## src/rtl/seg7_pkg.sv

```systemverilog
// Shared definitions for the multiplexed 7-segment display path: active-low
// glyphs {g,f,e,d,c,b,a}, the BCD conversion states and small helpers.
package seg7_pkg;

    localparam logic [6:0] SEG_DIGIT [10] = '{
        7'h40, 7'h79, 7'h24, 7'h30, 7'h19, 7'h12, 7'h02, 7'h78, 7'h00, 7'h10
    };
    localparam logic [6:0] SEG_E     = 7'h06;
    localparam logic [6:0] SEG_R     = 7'h2F;
    localparam logic [6:0] SEG_DASH  = 7'h3F;
    localparam logic [6:0] SEG_BLANK = 7'h7F;

    typedef enum logic [1:0] {IDLE, SHIFT, COMMIT} conv_state_e;

    // BCD nibble to glyph; codes above 9 never come out of the converter, show blank.
    function automatic logic [6:0] bcd_to_seg(input logic [3:0] nibble);
        if (nibble < 4'd10) begin
            return SEG_DIGIT[nibble];
        end
        return SEG_BLANK;
    endfunction

    // Nibbles needed to hold any value_w-bit binary number: ceil((w+3)/3)+1.
    function automatic int unsigned bcd_nibbles(input int unsigned value_w);
        return (value_w + 5) / 3 + 1;
    endfunction

endpackage

```

## src/rtl/seg7_mux_driver_bin2bcd.sv

```systemverilog
// Sequential double-dabble binary-to-BCD converter. One shift per clock; a load
// that arrives while busy is parked in a one-deep pending slot (newest wins) and
// started straight from the commit cycle so busy never drops in between.
module bin2bcd_seq
    import seg7_pkg::*;
#(
    parameter int unsigned VALUE_W     = 14,
    parameter int unsigned NUM_NIBBLES = 7
) (
    input  logic                     clk,
    input  logic                     reset,
    input  logic [VALUE_W-1:0]       value_i,
    input  logic                     load_i,
    output logic                     busy_o,
    output logic                     commit_o,
    output logic [NUM_NIBBLES*4-1:0] bcd_o
);

    localparam int unsigned BCD_W = NUM_NIBBLES * 4;
    localparam int unsigned WORK_W = BCD_W + VALUE_W;
    localparam int unsigned CNT_W = $clog2(VALUE_W + 1);
    localparam logic [CNT_W-1:0] LAST_SHIFT = CNT_W'(VALUE_W - 1);

    conv_state_e        state_q;
    logic [WORK_W-1:0]  work_q;
    logic [WORK_W-1:0]  work_adj;
    logic [CNT_W-1:0]   cnt_q;
    logic               pending_q;
    logic [VALUE_W-1:0] pending_val_q;
    logic               busy_q;
    logic               commit_q;
    logic [BCD_W-1:0]   bcd_q;

    // Add 3 to every BCD nibble >= 5 so the following doubling carries correctly.
    always_comb begin
        work_adj = work_q;
        for (int n = 0; n < int'(NUM_NIBBLES); n++) begin
            if (work_q[VALUE_W + 4*n +: 4] >= 4'd5) begin
                work_adj[VALUE_W + 4*n +: 4] = work_q[VALUE_W + 4*n +: 4] + 4'd3;
            end
        end
    end

    // Conversion FSM with registered busy, commit strobe and result.
    always_ff @(posedge clk or posedge reset) begin
        if (reset) begin
            state_q       <= IDLE;
            work_q        <= '0;
            cnt_q         <= '0;
            pending_q     <= 1'b0;
            pending_val_q <= '0;
            busy_q        <= 1'b0;
            commit_q      <= 1'b0;
            bcd_q         <= '0;
        end else begin
            commit_q <= 1'b0;
            unique case (state_q)
                IDLE: begin
                    if (load_i) begin
                        work_q  <= {{BCD_W{1'b0}}, value_i};
                        cnt_q   <= '0;
                        busy_q  <= 1'b1;
                        state_q <= SHIFT;
                    end
                end
                SHIFT: begin
                    if (load_i) begin
                        pending_q     <= 1'b1;
                        pending_val_q <= value_i;
                    end
                    work_q <= {work_adj[WORK_W-2:0], 1'b0};
                    cnt_q  <= cnt_q + 1'b1;
                    if (cnt_q == LAST_SHIFT) begin
                        state_q <= COMMIT;
                    end
                end
                COMMIT: begin
                    commit_q <= 1'b1;
                    bcd_q    <= work_q[WORK_W-1 -: BCD_W];
                    cnt_q    <= '0;
                    // A load landing in this cycle is newer than anything pending.
                    if (load_i || pending_q) begin
                        work_q    <= {{BCD_W{1'b0}}, (load_i ? value_i : pending_val_q)};
                        pending_q <= 1'b0;
                        state_q   <= SHIFT;
                    end else begin
                        busy_q  <= 1'b0;
                        state_q <= IDLE;
                    end
                end
                default: state_q <= IDLE;
            endcase
        end
    end

    assign busy_o   = busy_q;
    assign commit_o = commit_q;
    assign bcd_o    = bcd_q;

endmodule

```

## src/rtl/seg7_mux_driver.sv

```systemverilog
// N-digit multiplexed 7-segment driver: sequential BCD conversion into a display
// register, anode scanning, "Err"/overflow dashes, leading-zero blanking and dp.
// Optional macro SEG7_GHOST_GUARD_EN blanks all anodes for the first GUARD_CYCLES
// counts of every slot to hide ghosting on slow anode drivers.
module seg7_mux_driver
    import seg7_pkg::*;
#(
    parameter int unsigned NUM_DIGITS   = 4,
    parameter int unsigned VALUE_W      = 14,
    parameter int unsigned REFRESH_DIV  = 65536,
    parameter int unsigned GUARD_CYCLES = 16
) (
    input  logic                          clk,
    input  logic                          reset,
    input  logic [VALUE_W-1:0]            value,
    input  logic                          load,
    input  logic                          show_error,
    input  logic                          blank_lz,
    input  logic                          dp_en,
    input  logic [$clog2(NUM_DIGITS)-1:0] dp_pos,
    output logic                          busy,
    output logic [6:0]                    seg,
    output logic                          dp,
    output logic [NUM_DIGITS-1:0]         an
);

    localparam int unsigned NUM_NIBBLES = bcd_nibbles(VALUE_W);
    localparam int unsigned SEL_W = $clog2(NUM_DIGITS);
    localparam int unsigned CNT_W = $clog2(REFRESH_DIV);
    localparam logic [CNT_W-1:0] CNT_LAST = CNT_W'(REFRESH_DIV - 1);
    localparam logic [CNT_W-1:0] GUARD_END = CNT_W'(GUARD_CYCLES);
    localparam logic [SEL_W-1:0] SEL_LAST = SEL_W'(NUM_DIGITS - 1);
`ifdef SEG7_GHOST_GUARD_EN
    localparam bit GUARD_EN = 1'b1;
`else
    localparam bit GUARD_EN = 1'b0;
`endif

    logic [NUM_NIBBLES*4-1:0] bcd;
    logic                     conv_commit;
    logic [NUM_DIGITS*4-1:0]  bcd_lo;
    logic                     bcd_hi_nz;
    logic [NUM_DIGITS*4-1:0]  disp_q;
    logic                     ovf_q;
    logic [CNT_W-1:0]         cnt_q;
    logic [SEL_W-1:0]         digit_sel_q;
    logic [6:0]               seg_d, seg_q;
    logic                     dp_d, dp_q;
    logic [NUM_DIGITS-1:0]    an_d, an_q;
    logic [3:0]               sel_nib;
    logic                     upper_zero;
    logic                     lz_blank;

    bin2bcd_seq #(
        .VALUE_W     (VALUE_W),
        .NUM_NIBBLES (NUM_NIBBLES)
    ) u_bin2bcd (
        .clk      (clk),
        .reset    (reset),
        .value_i  (value),
        .load_i   (load),
        .busy_o   (busy),
        .commit_o (conv_commit),
        .bcd_o    (bcd)
    );

    // Split the result into displayable digits and an "anything above" overflow flag.
    always_comb begin
        bcd_lo    = '0;
        bcd_hi_nz = 1'b0;
        for (int n = 0; n < int'(NUM_NIBBLES); n++) begin
            if (n < int'(NUM_DIGITS)) begin
                bcd_lo[4*n +: 4] = bcd[4*n +: 4];
            end else begin
                bcd_hi_nz = bcd_hi_nz | (|bcd[4*n +: 4]);
            end
        end
    end

    // Display register only ever takes a completed conversion; overflow keeps old digits.
    always_ff @(posedge clk or posedge reset) begin
        if (reset) begin
            disp_q <= '0;
            ovf_q  <= 1'b0;
        end else if (conv_commit) begin
            if (bcd_hi_nz) begin
                ovf_q <= 1'b1;
            end else begin
                disp_q <= bcd_lo;
                ovf_q  <= 1'b0;
            end
        end
    end

    // Refresh counter and digit scan.
    always_ff @(posedge clk or posedge reset) begin
        if (reset) begin
            cnt_q       <= '0;
            digit_sel_q <= '0;
        end else if (cnt_q == CNT_LAST) begin
            cnt_q       <= '0;
            digit_sel_q <= (digit_sel_q == SEL_LAST) ? '0 : digit_sel_q + 1'b1;
        end else begin
            cnt_q <= cnt_q + 1'b1;
        end
    end

    // Glyph, dp and anode for the digit currently selected.
    always_comb begin
        sel_nib    = disp_q[{digit_sel_q, 2'b00} +: 4];
        upper_zero = 1'b1;
        for (int i = 0; i < int'(NUM_DIGITS); i++) begin
            if (SEL_W'(i) >= digit_sel_q && disp_q[4*i +: 4] != 4'd0) begin
                upper_zero = 1'b0;
            end
        end
        lz_blank = blank_lz && (digit_sel_q != '0) && upper_zero
                   && !(dp_en && (digit_sel_q <= dp_pos));

        seg_d = SEG_BLANK;
        dp_d  = 1'b1;
        if (show_error) begin
            if (digit_sel_q == SEL_W'(2)) begin
                seg_d = SEG_E;
            end else if (digit_sel_q < SEL_W'(2)) begin
                seg_d = SEG_R;
            end
        end else if (ovf_q) begin
            seg_d = SEG_DASH;
        end else begin
            seg_d = lz_blank ? SEG_BLANK : bcd_to_seg(sel_nib);
            dp_d  = !(dp_en && (digit_sel_q == dp_pos));
        end

        an_d = ~(NUM_DIGITS'(1) << digit_sel_q);
        if (GUARD_EN && (cnt_q < GUARD_END)) begin
            an_d = '1;
        end
    end

    // Registered display outputs.
    always_ff @(posedge clk or posedge reset) begin
        if (reset) begin
            seg_q <= SEG_BLANK;
            dp_q  <= 1'b1;
            an_q  <= '1;
        end else begin
            seg_q <= seg_d;
            dp_q  <= dp_d;
            an_q  <= an_d;
        end
    end

    assign seg = seg_q;
    assign dp  = dp_q;
    assign an  = an_q;

endmodule

```

## config.mk

```make
export PLATFORM = sky130hd
export DESIGN_NAME = seg7_mux_driver
export DESIGN_NICKNAME = d
export VERILOG_FILES = /design/src/rtl/seg7_pkg.sv /design/src/rtl/seg7_mux_driver_bin2bcd.sv /design/src/rtl/seg7_mux_driver.sv
export SDC_FILE = /design/constraint.sdc
export NUM_CORES = 1
export LEC_CHECK = 0
export ABC_AREA = 1
export CORE_MARGIN = 1
export CORE_UTILIZATION = 51
export CTS_CLUSTER_DIAMETER = 50
export CTS_CLUSTER_SIZE = 25
export DETAILED_ROUTE_END_ITERATION = 8
export GPL_ROUTABILITY_DRIVEN = 0
export PLACE_DENSITY = 0.78
export SYNTH_ARGS = -nofsm -noshare
export SYNTH_HDL_FRONTEND = slang
export SYNTH_HIERARCHICAL = 1
export SYNTH_SLANG_ARGS = --single-unit
```

## constraint.sdc

```tcl
create_clock -name clk -period 4 [get_ports clk]
set_input_delay 0.6 -clock clk [delete_from_list [all_inputs] [get_ports clk]]
set_output_delay 0.6 -clock clk [all_outputs]
set_load 0.01 [all_outputs]
```

==> results of run 1 <==
[stage by stage]
step                worst slack (ns)  hold slack (ns)  power [mW]  cell area, µm²  cells
floorplan                      0.980            0.433        2.80            7460    972
global placement                1.47            0.451        3.07            7910   1164
detailed placement              1.45            0.454        3.13            7910   1164
CTS                             1.54            0.469        4.65            8480   1196
global route                    1.25            0.493        4.94            8480   1196
finish                          1.60            0.465        4.61            8480   1196
[cell type report]
cell class | count | area, µm² | area share
clock buffers | 25 | 505 | 0.0596
clock inverters | 7 | 62.6 | 0.00738
inverters | 143 | 546 | 0.0643
multi-input cells | 663 | 3250 | 0.384
flip-flops and latches | 140 | 3520 | 0.415
well taps | 180 | 225 | 0.0266
repair buffers | 38 | 370 | 0.0437
[cells in the final DEF (no fill, tap or decap), types with 12 or more instances in the layout]
master	synthesis	routed
inv_1	133	131
dfrtp_1	128	128
o21ai_0	78	78
dfstp_2	12	12
nand3_1	62	62
nand2_1	341	341
ha_1	33	33
or2_2	12	12
nand4_1	22	22
clkdlybuf4s50_1	0	34
nor2_1	52	52
clkbuf_16	0	17
[critical path: cells and delay by family, from the launching register on]
kind / cells / cell delay [ns]
flip-flops: 1 / 0.41
AO/OA/AOI/OAI: 1 / 0.22
adder cells (fa/ha/maj): 1 / 0.49
buffers and inverters: 3 / 1.16
[final timing paths]
path | startpoint | to | slack [ns] | depth (start not counted)
min in group asynchronous | reset | u_bin2bcd/bcd_o[15]$_DFFE_PP0N_ | 0.58 | 2
max reg2reg | u_bin2bcd/state_q[0]$_DFFE_PP0P_ | u_bin2bcd/bcd_o[4]$_DFFE_PP0N_ | 1.60 | 5
min | u_bin2bcd/bcd_o[11]$_DFFE_PP0N_ | disp_q[11]$_DFFE_PP0P_ | 0.46 | 2
max | u_bin2bcd/state_q[0]$_DFFE_PP0P_ | u_bin2bcd/bcd_o[4]$_DFFE_PP0N_ | 1.60 | 5
min reg2reg | u_bin2bcd/bcd_o[11]$_DFFE_PP0N_ | disp_q[11]$_DFFE_PP0P_ | 0.46 | 2
max in group asynchronous | reset | cnt_q[13]$_DFF_PP0_ | 2.62 | 2
[power by group]
group	internal [mW]	total, mW	switching [mW]
Clock	0.932	1.50	0.572
Combinational	0.434	1.36	0.924
Sequential	1.65	1.75	0.100
Total	3.02	4.61	1.60
[registers in the layout, indices dropped and copies added, names as in the netlist, 4 cells and up]
signal and cells:
u_bin2bcd/work_q 42, u_bin2bcd/bcd_o 28, cnt_q 16, disp_q 16
u_bin2bcd/pending_val_q 14, seg 7, an 4, u_bin2bcd/cnt_q 4
[logic make-up (layout without fill, tap and decap cells)]
kind of cell	count (synthesis)	in the layout	synth area share
flops	140	140	0.472
xor+xnor	12	12	0.0141
buf+inv	169	213	0.0918
simple gates	519	519	0.298
compound gates	98	98	0.0673
fa+ha+maj	33	33	0.0554
mux	1	1	0.00134
[routing by layer]
metal | vias up | wire (µm)
met5 | - | 0
met4 | 0 | 113
met3 | 11 | 543
met2 | 110 | 7010
met1 | 2832 | 7420
li1 | 3089 | -
==> run_results.csv, run 1 <==
group,metric,value,unit
route,drc,0,
synth,post-synth-top-area-fraction,0.430,
global_route,grt_max_degree,48,
sta,rsz0062_at_grt,"no",
die,die_h,123,µm
synth,synth-seq-cells,140,
global_route,grt_pass1_vias,5644,
cts,cts_root_buf,"clkbuf_16",
synth,yosys.area.top_type,"dfrtp_1",
sta,fin_crit_sh,0.599,
die,die_area,15100,µm²
cts,cts.clk_slew.worst_paths,0.06,ns
global_route,grt_use_total,0.221,
global_route,antenna_found_initial,0,
cts,clkLatencyLatePin,0.42,ns
route,drtAntennaViolNets,0,
synth,synthCells,972,
synth,synthTopCellsByCount,"341 x nand2_1, 133 x inv_1, 128 x dfrtp_1",
synth,yosys-top-cells-area,"dfrtp_1 43%, nand2_1 17%, inv_1 6.7%, ha_1 5.5%, o21ai_0 5.2%",
global_route,top_usage_layer,"met2",
global_route,use_met2,0.350,
setup_path,endpoint_kind,"flop",
pwr,power.density,544,nW/µm²
synth,synth_edf_count,0,
cts,post_cts_buffers,0,
die,initial_core_util,0.529,
route,wire_per_inst,12.6,µm
layout,area_delta_synth_final,13.7,%
run,maxCapViolCount,0,
route,drt_pass1_iterations,5,
sta,finalHoldViolCount,0,
die,rows,43,
sta,tns,0,ns
sta,clock.fmax,0.417,GHz
layout,fillers,1203,
sta,drv_slew,0,
layout,drive_gt1_frac,0.0876,
setup_path,required,4.32,ns
sta,period_needed,2.40,ns
synth,synth_flop_cell,"dfrtp_1",
sta,setup_violations,0,
setup_path,max_stage_delay,0.63,ns
cts,cts.sinks,140,
cts,clk_path_buf_depth,2,
layout,n_antenna_cell,0,
cts,cts_max_level,4,
route,first_iter_violations,538,
global_route,use_met3,0.0526,
cts,ctsHoldBuffers,0,
cts,cts_tree,"done",
route,vias_per_cell,5.05,
pwr,p_leak,4.46,nW
synth,seq_area_frac_synth,0.472,
global_route,grt_first_pass_wirelength,26000,µm
die,ios,35,
synth,yosys.cell_types.count,37,
synth,synth-async-reset-ratio,1.00,
route,wl,15100,µm
cts,cts_resized,0,
sta,finalClockSkew,0.00546,ns
die,chipWidth,123,µm
global_route,met1_usage,0.302,
place,dpl.hpwl,10300,µm
synth,syn_area,7460,µm²
die,coreArea,14100,µm²
layout,fin_nets,1058,
layout,fin_util,0.602,
route,vias,6042,
sta,relSlewSlack,0.384,
pwr,worst_ir_drop_vdd,0.342,mV
setup_path,crit_chain,"inv_1 > ha_1 > clkinv_1 > buf_4 > o21ai_0",
synth,yosysWarnings,6,
setup_path,critPathArrivalTime,2.72,ns
global_route,overflow,0,
synth,synthesis.nets,1027,
synth,syn_area_per_cell,7.67,µm²
place,numPortBuffers,34,
setup_path,path_class,"flop to flop",
cts,numCtsBuffers,17,
setup_path,cpMaxStageDelayCell,"clkinv_1",
setup_path,critPathLaunchType,"flop",
sta,tightest_slew,0.923,ns
setup_path,critical_path_peak_fanout,32,
worst_hold_path,min_path_type,"flop to flop",
status,status,"finished clean",
synth,yosysMostFrequentCell,"nand2_1",
Power figures use the tool's default switching activity.
==> run 2, diff against run 1 <==
Settings changed: PLACE_DENSITY 0.78 to 0.81.
Clock period 4 ns to 2.2 ns, I/O delays scaled along.
==> run 2 against run 1 <==
Sequential power is 82% higher. Critical path depth is 3 higher. Die area stayed put. Core utilization is 1.5 points higher. Via count is 2.9% higher. Cell area is 2.5% higher. Power is 96% higher. First-iteration DRC count is 8.2% lower. Largest power group unchanged.
==> run_results.csv, run 2 (synthesis results as in run 1) <==
group,metric,value,unit
status,status,"finished clean",
die,die_h,123,µm
place,dp_cells,1174,
setup_path,path_common_cell,"nand2_1",
place,numPortBuffers,34,
layout,final_common_cell,"nand2_1",
place,dpl.hpwl,10300,µm
cts,cts_root_buf,"clkbuf_16",
sta,relSlewSlack,0.619,
layout,n_antenna_cell,0,
global_route,grt_first_pass_wirelength,26800,µm
route,drt_pass1_iterations,5,
worst_hold_path,min_path_type,"input port to async pin",
setup_path,path_class,"flop to flop",
setup_path,critPathArrivalTime,2.37,ns
die,chipWidth,123,µm
pwr,total_power,9.04,mW
die,initial_core_util,0.529,
pwr,power.internal,6.02,mW
cts,cts_max_level,4,
layout,drive_gt1_frac,0.0975,
cts,cts.clk_slew.worst_paths,0.06,ns
setup_path,required,2.55,ns
pwr,switchingPower,3.01,mW
global_route,grt_use_total,0.227,
route,drc,0,
cts,clk_path_buf_depth,2,
die,rows,43,
sta,period_needed,2.01,ns
sta,finalClockSkew,0.00797,ns
sta,finalHoldViolCount,0,
pwr,p_comb_frac,0.297,
layout,fin_nets,1068,
cts,cts_resized,0,
cts,post_cts_buffers,0,
setup_path,critical_path_peak_fanout,8,
cts,ctsHoldBuffers,0,
global_route,grt_max_degree,94,
pwr,power.density,1040,nW/µm²
setup_path,critPathLaunchType,"flop",
layout,fin_area,8690,µm²
pwr,worst_ir_drop_vdd,0.750,mV
cts,cts_tree,"done",
sta,drv_slew,0,
cts,cts.sinks,140,
global_route,overflow,0,
place,place_area,8030,µm²
die,ios,35,
die,coreArea,14100,µm²
layout,final_cell_mix,"341 x nand2_1, 131 x inv_1, 128 x dfrtp_1, 78 x o21ai_0, 62 x nand3_1",
pwr,p_seq_frac,0.352,
route,drtAntennaViolNets,0,
sta,rsz0062_at_grt,"no",
route,wl,15700,µm
sta,whs,0.414,ns
route,vias_per_cell,5.16,
pwr,p_leak,4.55,nW
sta,tightest_slew,0.571,ns
setup_path,endpoint_kind,"flop",
global_route,grt_pass1_vias,5806,
route,vias,6217,
setup_path,cpLargestDelayFamily,"compound AO/OA/AOI/OAI gates",
setup_path,max_stage_delay,0.42,ns
pwr,power_frac_clock,0.351,
layout,largest_register_ffs,42,
layout,regMostFlops,"u_bin2bcd/work_q",
global_route,antenna_found_initial,0,
run,maxCapViolCount,0,
pwr,switching_share,0.334,
layout,fin_cells,1206,
die,die_area,15100,µm²
sta,tns,0,ns
cts,clkLatencyLatePin,0.42,ns
setup_path,crit_chain,"inv_1 > ha_1 > nand2_1 > inv_1 > o21ai_0 > o21ai_0 > nand2_1 > nand2_1",
sta,fin_crit_sh,0.915,
setup_path,cpMaxStageDelayCell,"dfrtp_1",
route,first_iter_violations,494,
route,wire_per_inst,13.1,µm
sta,setup_violations,0,
cts,numCtsBuffers,17,
sta,clock.fmax,0.497,GHz
layout,area_delta_synth_final,16.6,%
setup_path,crit_buf_inv,2,
## run 2: cell types whose count changed in the layout (fill, tap and decap cells not counted), sizes merged
cell | previous run | this run
bufinv | 1 | 5
clkinvlp | 1 | 5
buf | 4 | 14
inv | 141 | 139
clkbuf | 25 | 22
clkinv | 7 | 4
## run 2: path summary, 6_finish.rpt
| path | from | endpoint | slack (ns) | cells past startpoint |
|---|---|---|---|---|
| max | u_bin2bcd/state_q[0]$_DFFE_PP0P_ | u_bin2bcd/work_q[0]$_DFFE_PP0P_ | 0.19 | 8 |
| min | reset | u_bin2bcd/bcd_o[27]$_DFFE_PP0N_ | 0.41 | 3 |
| max reg2reg | u_bin2bcd/state_q[0]$_DFFE_PP0P_ | u_bin2bcd/work_q[0]$_DFFE_PP0P_ | 0.19 | 8 |
| min reg2reg | cnt_q[0]$_DFF_PP0_ | cnt_q[0]$_DFF_PP0_ | 0.46 | 1 |
| max in group asynchronous | reset | disp_q[7]$_DFFE_PP0P_ | 1.36 | 3 |
| min in group clk | cnt_q[0]$_DFF_PP0_ | cnt_q[0]$_DFF_PP0_ | 0.46 | 1 |
## run 2: power groups by stage
stage / logic [mW] / registers (mW) / clock network, mW
after global placement: 2.53 / 3.20 / 0
after floorplan: 1.88 / 3.20 / 0
final: 2.68 / 3.18 / 3.17
after CTS: 2.68 / 3.18 / 3.22
after global routing: 3.04 / 3.23 / 3.36
after detailed placement: 2.61 / 3.22 / 0
## run 2: tightest hold or removal path, stage by stage
cell and delay, ns:
clkdlybuf4s50_1 0.46, clkinvlp_4 0.11, buf_12 0.36
## run 2: layout make-up
cell class / count / area (µm²)
Fill cell: 1143 / 5400
Sequential cell: 140 / 3520
Multi-Input combinational cell: 663 / 3250
Inverter: 143 / 551
Timing Repair Buffer: 48 / 483
Clock buffer: 22 / 474
Tap cell: 180 / 225
Clock inverter: 10 / 186
## run 2: metal layers
| layer | global-route usage | share of wire | up-vias |
|---|---|---|---|
| met5 | 0 | 0 | - |
| met4 | 0.0869 | 0.017 | 0 |
| met3 | 0.0530 | 0.039 | 30 |
| met2 | 0.366 | 0.48 | 130 |
| met1 | 0.297 | 0.46 | 2939 |
| li1 | - | - | 3118 |
## run 2: through the flow
stage,setup WS [ns],utilization
final,0.188,0.617
after global routing,0.0000597,0.617
after CTS,0.162,0.616
after detailed placement,0.189,0.570
after global placement,0.232,0.570
after floorplan,0.507,-
